$ cat src/rtl/dco_pkg.sv
// Shared definitions for the DCO frequency meter.
// Holds the measurement FSM state type, gate-window sizing constants and the
// helper that turns a gate select code into a window length in clk cycles.
package dco_pkg;

  typedef enum logic [1:0] {
    StIdle,
    StMeasure,
    StDone
  } dco_state_e;

  // Shortest gate window is 2^GATE_BASE_LOG2 cycles.
  localparam int unsigned GATE_BASE_LOG2 = 6;
  localparam int unsigned GATE_SEL_W     = 3;
  // Wide enough to hold the longest window, 2^(GATE_BASE_LOG2 + 2^GATE_SEL_W - 1).
  localparam int unsigned GATE_CNT_W     = GATE_BASE_LOG2 + (1 << GATE_SEL_W);

  // Window length N = 2^(sel + GATE_BASE_LOG2).
  function automatic logic [GATE_CNT_W-1:0] gate_len(input logic [GATE_SEL_W-1:0] sel);
    logic [GATE_CNT_W-1:0] one;
    one = GATE_CNT_W'(1);
    return one << (int'(sel) + GATE_BASE_LOG2);
  endfunction

endpackage

$ cat src/rtl/dco_edge_sync.sv
// Synchronizer plus rising-edge detector for an asynchronous DCO tap.
// The whole chain freezes while ena is low so that a paused measurement sees
// a continuous sample stream once it resumes.
//
// Ports:
//   clk      system clock, rising edge
//   rst_n    synchronous active-low reset, clears every flop
//   ena      advance the chain when high, hold when low
//   din      asynchronous input
//   edge_det one-cycle pulse per synchronized rising edge
//
// SYNC_STAGES must be at least 2.
module dco_edge_sync #(
  parameter int unsigned SYNC_STAGES = 2
) (
  input  logic clk,
  input  logic rst_n,
  input  logic ena,
  input  logic din,
  output logic edge_det
);

  logic [SYNC_STAGES-1:0] sync_q;
  logic                   dly_q;

  always_ff @(posedge clk) begin
    if (!rst_n) begin
      sync_q <= '0;
      dly_q  <= 1'b0;
    end else if (ena) begin
      sync_q <= {sync_q[SYNC_STAGES-2:0], din};
      dly_q  <= sync_q[SYNC_STAGES-1];
    end
  end

  assign edge_det = sync_q[SYNC_STAGES-1] & ~dly_q;

endmodule

$ cat src/rtl/dco_freq_meter.sv
// DCO frequency meter: counts synchronized rising edges of dco_in over a gate
// window of N = 2^(gate_sel+6) clk cycles, in single-shot or continuous mode.
//
// Ports:
//   clk         system clock, rising edge
//   rst_n       synchronous active-low reset; aborts any window in flight
//   ena         global enable; low freezes FSM, counters and synchronizer
//   dco_in      DCO output under measurement (asynchronous)
//   gate_sel    window length select, sampled at window start only
//   start       single-shot request, level-sampled in idle
//   cont        continuous mode, sampled in idle and at window end
//   count_out   edge count of the last completed window (saturating)
//   count_valid one-cycle pulse when count_out updates
//   busy        high while measuring and during the window-end cycle
//   overflow    sticky saturation flag, cleared at the next window start
module dco_freq_meter
  import dco_pkg::*;
#(
  parameter int unsigned CNT_W       = 16,
  parameter int unsigned SYNC_STAGES = 2
) (
  input  logic                  clk,
  input  logic                  rst_n,
  input  logic                  ena,
  input  logic                  dco_in,
  input  logic [GATE_SEL_W-1:0] gate_sel,
  input  logic                  start,
  input  logic                  cont,
  output logic [CNT_W-1:0]      count_out,
  output logic                  count_valid,
  output logic                  busy,
  output logic                  overflow
);

  localparam logic [CNT_W-1:0] CntMax = '1;

  dco_state_e            state_q, state_d;
  logic [GATE_CNT_W-1:0] gate_cnt_q, gate_cnt_d;
  logic [CNT_W-1:0]      edge_cnt_q, edge_cnt_d;
  logic [CNT_W-1:0]      count_out_q, count_out_d;
  logic                  count_valid_q, count_valid_d;
  logic                  overflow_q, overflow_d;
  logic                  edge_det;
  logic                  win_start;

  dco_edge_sync #(
    .SYNC_STAGES(SYNC_STAGES)
  ) u_edge_sync (
    .clk      (clk),
    .rst_n    (rst_n),
    .ena      (ena),
    .din      (dco_in),
    .edge_det (edge_det)
  );

  always_comb begin
    state_d       = state_q;
    gate_cnt_d    = gate_cnt_q;
    edge_cnt_d    = edge_cnt_q;
    count_out_d   = count_out_q;
    overflow_d    = overflow_q;
    count_valid_d = 1'b0;
    win_start     = 1'b0;

    if (ena) begin
      unique case (state_q)
        StIdle: begin
          if (start || cont) begin
            state_d   = StMeasure;
            win_start = 1'b1;
          end
        end
        StMeasure: begin
          gate_cnt_d = gate_cnt_q - 1'b1;
          if (edge_det) begin
            if (edge_cnt_q == CntMax) begin
              overflow_d = 1'b1;
            end else begin
              edge_cnt_d = edge_cnt_q + 1'b1;
            end
          end
          if (gate_cnt_q == GATE_CNT_W'(1)) begin
            state_d       = StDone;
            // Capture the updated count so an edge in the last cycle is kept.
            count_out_d   = edge_cnt_d;
            count_valid_d = 1'b1;
          end
        end
        StDone: begin
          if (cont) begin
            state_d   = StMeasure;
            win_start = 1'b1;
          end else begin
            state_d = StIdle;
          end
        end
        default: state_d = StIdle;
      endcase

      if (win_start) begin
        gate_cnt_d = gate_len(gate_sel);
        edge_cnt_d = '0;
        overflow_d = 1'b0;
      end
    end
  end

  always_ff @(posedge clk) begin
    if (!rst_n) begin
      state_q       <= StIdle;
      gate_cnt_q    <= '0;
      edge_cnt_q    <= '0;
      count_out_q   <= '0;
      count_valid_q <= 1'b0;
      overflow_q    <= 1'b0;
    end else begin
      state_q       <= state_d;
      gate_cnt_q    <= gate_cnt_d;
      edge_cnt_q    <= edge_cnt_d;
      count_out_q   <= count_out_d;
      count_valid_q <= count_valid_d;
      overflow_q    <= overflow_d;
    end
  end

  assign count_out   = count_out_q;
  assign count_valid = count_valid_q;
  assign busy        = (state_q != StIdle);
  assign overflow    = overflow_q;

endmodule
$ cat config.mk
export PLATFORM = sky130hd
export DESIGN_NAME = dco_freq_meter
export DESIGN_NICKNAME = d
export VERILOG_FILES = /design/src/rtl/dco_pkg.sv /design/src/rtl/dco_edge_sync.sv /design/src/rtl/dco_freq_meter.sv
export SDC_FILE = /design/constraint.sdc
export NUM_CORES = 1
export LEC_CHECK = 0
export CORE_AREA = 10 10 88 90
export CTS_BUF_LIST = sky130_fd_sc_hd__clkbuf_4 sky130_fd_sc_hd__clkbuf_8 sky130_fd_sc_hd__clkbuf_16
export CTS_CLUSTER_DIAMETER = 30
export DETAILED_ROUTE_END_ITERATION = 6
export DIE_AREA = 0 0 98 100
export GPL_TIMING_DRIVEN = 0
export MAX_ROUTING_LAYER = met4
export PLACE_DENSITY = 0.76
export SKIP_LAST_GASP = 1
export SYNTH_ARGS = -nofsm -noshare
export SYNTH_HDL_FRONTEND = slang
export SYNTH_HIERARCHICAL = 1
export SYNTH_SLANG_ARGS = --single-unit
$ cat constraint.sdc
create_clock -name clk -period 4.3 [get_ports clk]
set_input_delay 0.645 -clock clk [delete_from_list [all_inputs] [get_ports clk]]
set_output_delay 0.645 -clock clk [all_outputs]
set_load 0.02 [all_outputs]
==> flow_summary_export.csv <==
group,metric,value,unit
cts,cts-root-to-sink-buffers,2,
place,port_buffers,27,
power,finalPower,1.04,mW
drt,avgViaCountPerCell,6.21,
run_status,run_status,"completed",
worst_hold_path,worst_hold_path.num_cells,2,
drt,dr_total_vias,2923,
cts,clock_tree_from_tritoncts,"built",
worst_setup_path,worst_ep_required_time,4550,ps
place,detailed_place_hpwl,5700,um
yosys,synth_top_area_share,36.5,%
floorplan,initial_cell_density_of_the_core,47.4,%
timing,setup_repair_after_global_routing_missed_its_margin,"no",
finish,layout.nets,407,
timing,setup-tns-final,0,ps
finish,growth_of_design_area_from_synthesis_to_finish,16.2,%
timing,setup_slack,1550,ps
grt,grt_first_pass_wirelength,12800,um
timing,final-hold-violation-count,0,
worst_setup_path,critical_path_launch_point_type,"input port",
power,pwr-share-seq,50.2,%
worst_hold_path,hold-path-endpoint,"count_out[4]$_SDFFE_PN0P_",
cts,cts.hold.buffers_added,0,
timing,max_clock_freq,364,MHz
cts,clock_sink_count,53,
yosys,post_synth_instance_area,2910,um^2
cts,cts.clk_slew.worst_paths,100,ps
cts,cts.repair.resized,0,
worst_setup_path,r2r.worst_path.cells,6,
worst_setup_path,worst_r2r_startpoint,"edge_cnt_q[0]$_SDFFE_PN0P_",
worst_setup_path,timing.rr.end,"count_out[10]$_SDFFE_PN0P_",
grt,groute.usage.overall,15.8,%
drt,route.detailed.drc,0,
yosys,yosys.cell_types.count,64,
floorplan,core.rowCount,29,
cts,tritoncts.num_buffers,5,
yosys,synth_edf_count,0,
yosys,post_synth_main_area_contributors,"dfxtp_1 (37%), o21ai_0 (4.8%), a21oi_1 (3.8%)",
yosys,synth_async_sr_flop_share,0,%
worst_setup_path,cp-end-kind,"flip-flop",
cts,cts_root_buffer,"clkbuf_8",
yosys,yosys_most_used_dff,"dfxtp_1",
timing,fin_worst_hold_slack,467,ps
power,max_ir_drop_vdd,0.203,mV
yosys,yosys.area.top_type,"dfxtp_1",
grt,number_of_antenna_violations_at_the_first_check_in_global_routing,0,
timing,finalCriticalPeriod,2750,ps
place,place_congestion,0.929,
power,power.switching_fraction,28.3,%
drt,postRouteWirelength,7950,um
worst_setup_path,critical_path.cell_chain,"clkdlybuf4s50_1 -> buf_2 -> clkinv_1 -> nor2_1 -> clkbuf_1 -> o21ai_0 -> a31oi_1",
cts,insertion_delay,310,ps
worst_setup_path,worst-path-max-fanout,10,
grt,grt_use_met3,3.57,%
drt,drtIter0Drc,224,
finish,layout_cell_share_with_drive_strength_beyond_1,8.12,%
finish,num_antenna_cells,0,
floorplan,die_area,9800,um^2
worst_setup_path,slowest_delay,500,ps
power,power.share.combinational,17.3,%
drt,antenna_left,0,
floorplan,die_x,98,um
flow_run,maxCapViolCount,0,
timing,setup_viol,0,
grt,met2_usage,25.6,%
worst_hold_path,timing.hold.worst.class,"flip-flop to flip-flop",
power,clock_power_share,32.5,%
yosys,syn_inst,360,
timing,period_share,64.0,%
place,worst_slack_placed,1280,ps
floorplan,core_area,6130,um^2
drt,drtPass1Iterations,5,
worst_setup_path,timing_worst_setup_path_type,"input port to flip-flop",
power,switching_pwr,0.293,mW
worst_setup_path,regToRegSetupSlack,2070,ps
drt,wire_per_inst,16.9,um
cts,htree_levels,2,
worst_setup_path,cpMaxStageDelayCell,"clkdlybuf4s50_1",
timing,max-slew-margin-rel,50.1,%
grt,grt_busiest_layer,"met2",
timing,timing.clock.skew,15.5,ps
power,p_int,0.743,mW
grt,use_met1,18.7,%
worst_hold_path,timing.hold.worst.start,"count_out[4]$_SDFFE_PN0P_",
timing,finalMaxSlewViolations,0,
yosys,yosysWarnings,6,
yosys,net_count_synth,373,
power,total_leakage_power,1.12,nW
power,power_density,307,nW/um^2
grt,grt_max_degree,16,
cts,post_cts_buffers,0,
yosys,post_syn_area_per_cell,8.07,um^2
yosys,yosys_register_bits,53,
finish,layout.filler_cells,565,
yosys,yosysSeqAreaShare,36.5,%
floorplan,ioPinCount,28,
grt,overflow,0,
worst_setup_path,worstPathArrival,3000,ps
timing,max_slew.worst_pin.slew,746,ps
grt,first_global_vias,2655,
floorplan,die-height,100,um
[power by group through the flow]
stage               registers (mW)  logic [mW]  clock network (mW)
finish                       0.520       0.180               0.337
global route                 0.522       0.197               0.357
global placement             0.530       0.173                   0
CTS                          0.519       0.177               0.340
floorplan                    0.528       0.124                   0
detailed placement           0.531       0.175                   0
[cell families after synthesis]
logic type | count (synthesis) | share of synthesized area, %
and+or+nand+nor | 145 | 27.2
AOI/OAI and AO/OA | 111 | 24.5
DFF | 53 | 36.5
buffers and inverters | 32 | 5.25
xor gates and xnor gates | 9 | 2.71
muxes | 6 | 2.11
adders and majority gates | 4 | 1.72
[how the worst max path moves through the flow]
stage                      from                         end  slack, ps  cells past startpoint
after floorplan           start  gate_cnt_q[9]$_SDFFE_PN0P_       2370                      5
after global placement    rst_n  edge_cnt_q[6]$_SDFFE_PN0P_       1280                      7
after detailed placement  rst_n  edge_cnt_q[6]$_SDFFE_PN0P_       1280                      7
after CTS                 rst_n  edge_cnt_q[6]$_SDFFE_PN0P_       1600                      7
after global routing      rst_n  edge_cnt_q[6]$_SDFFE_PN0P_       1320                      7
final                     rst_n  edge_cnt_q[6]$_SDFFE_PN0P_       1550                      7
[cells in the final DEF, fill, tap and decap left out, types with 12 or more instances in the layout]
cell type        instances
nand2_1                 29
a21oi_1                 22
a31oi_1                 15
nor2_1                  22
o21ai_0                 28
clkbuf_1                12
nand3_1                 20
nand4_1                 12
clkdlybuf4s50_1         27
dfxtp_1                 53
[cell usage after synthesis, types with 3 or more instances]
cell and instances:
o31ai_1 3, a21oi_1 22, o21a_1 3, ha_1 4
nand2_1 29, o21ai_0 28, a41oi_1 3, or4_1 6
mux2i_1 5, inv_1 8, xnor2_1 5, nor2b_1 8
nor2_1 22, nor3_1 8, a31oi_1 15, and3_1 3
nor3b_1 3, or3_1 3, a211oi_1 4, nor4_1 7
o21ai_1 7, clkbuf_1 12, nand3_1 20, buf_2 7
xor2_1 4, and2_1 6, nand4_1 12, dfxtp_1 53
o211ai_1 6
[metrics by stage]
step	cells	util (%)	area, um^2
2_1_floorplan	360	-	2910
3_3_place_gp	464	53.4	3270
3_5_place_dp	464	53.4	3270
4_1_cts	471	55.1	3380
5_1_grt	471	55.1	3380
6_report	471	55.1	3380
[flip-flops by register name, indices dropped and copies added, names as in the netlist]
| signal | flops |
|---|---|
| state_q | 2 |
| edge_cnt_q | 16 |
| u_edge_sync/dly_q | 1 |
| overflow | 1 |
| gate_cnt_q | 14 |
| count_valid | 1 |
| u_edge_sync/sync_q | 2 |
| count_out | 16 |
[area by class of cell]
class	instances	area (um^2)	area share, %
clock buffer	5	68.8	2.04
clock inverter	2	35.0	1.04
multi-input combinational	275	1690	50.1
timing repair buffer	27	270	8.00
inverter	9	33.8	1.00
tap	77	96.3	2.85
buffer	23	119	3.52
sequential	53	1060	31.4
[critical path, delay by kind of cell]
family          cells  cell delay (ps)
buf+inv             4             1610
simple gates        1              400
compound gates      2              350
[per-layer routing]
metal	wire (um)	up-vias
met4	198	0
met3	548	24
met1	3420	1349
met5	0	-
li1	-	1414
met2	3780	136
No activity file was read; power rests on OpenSTA's default activity.
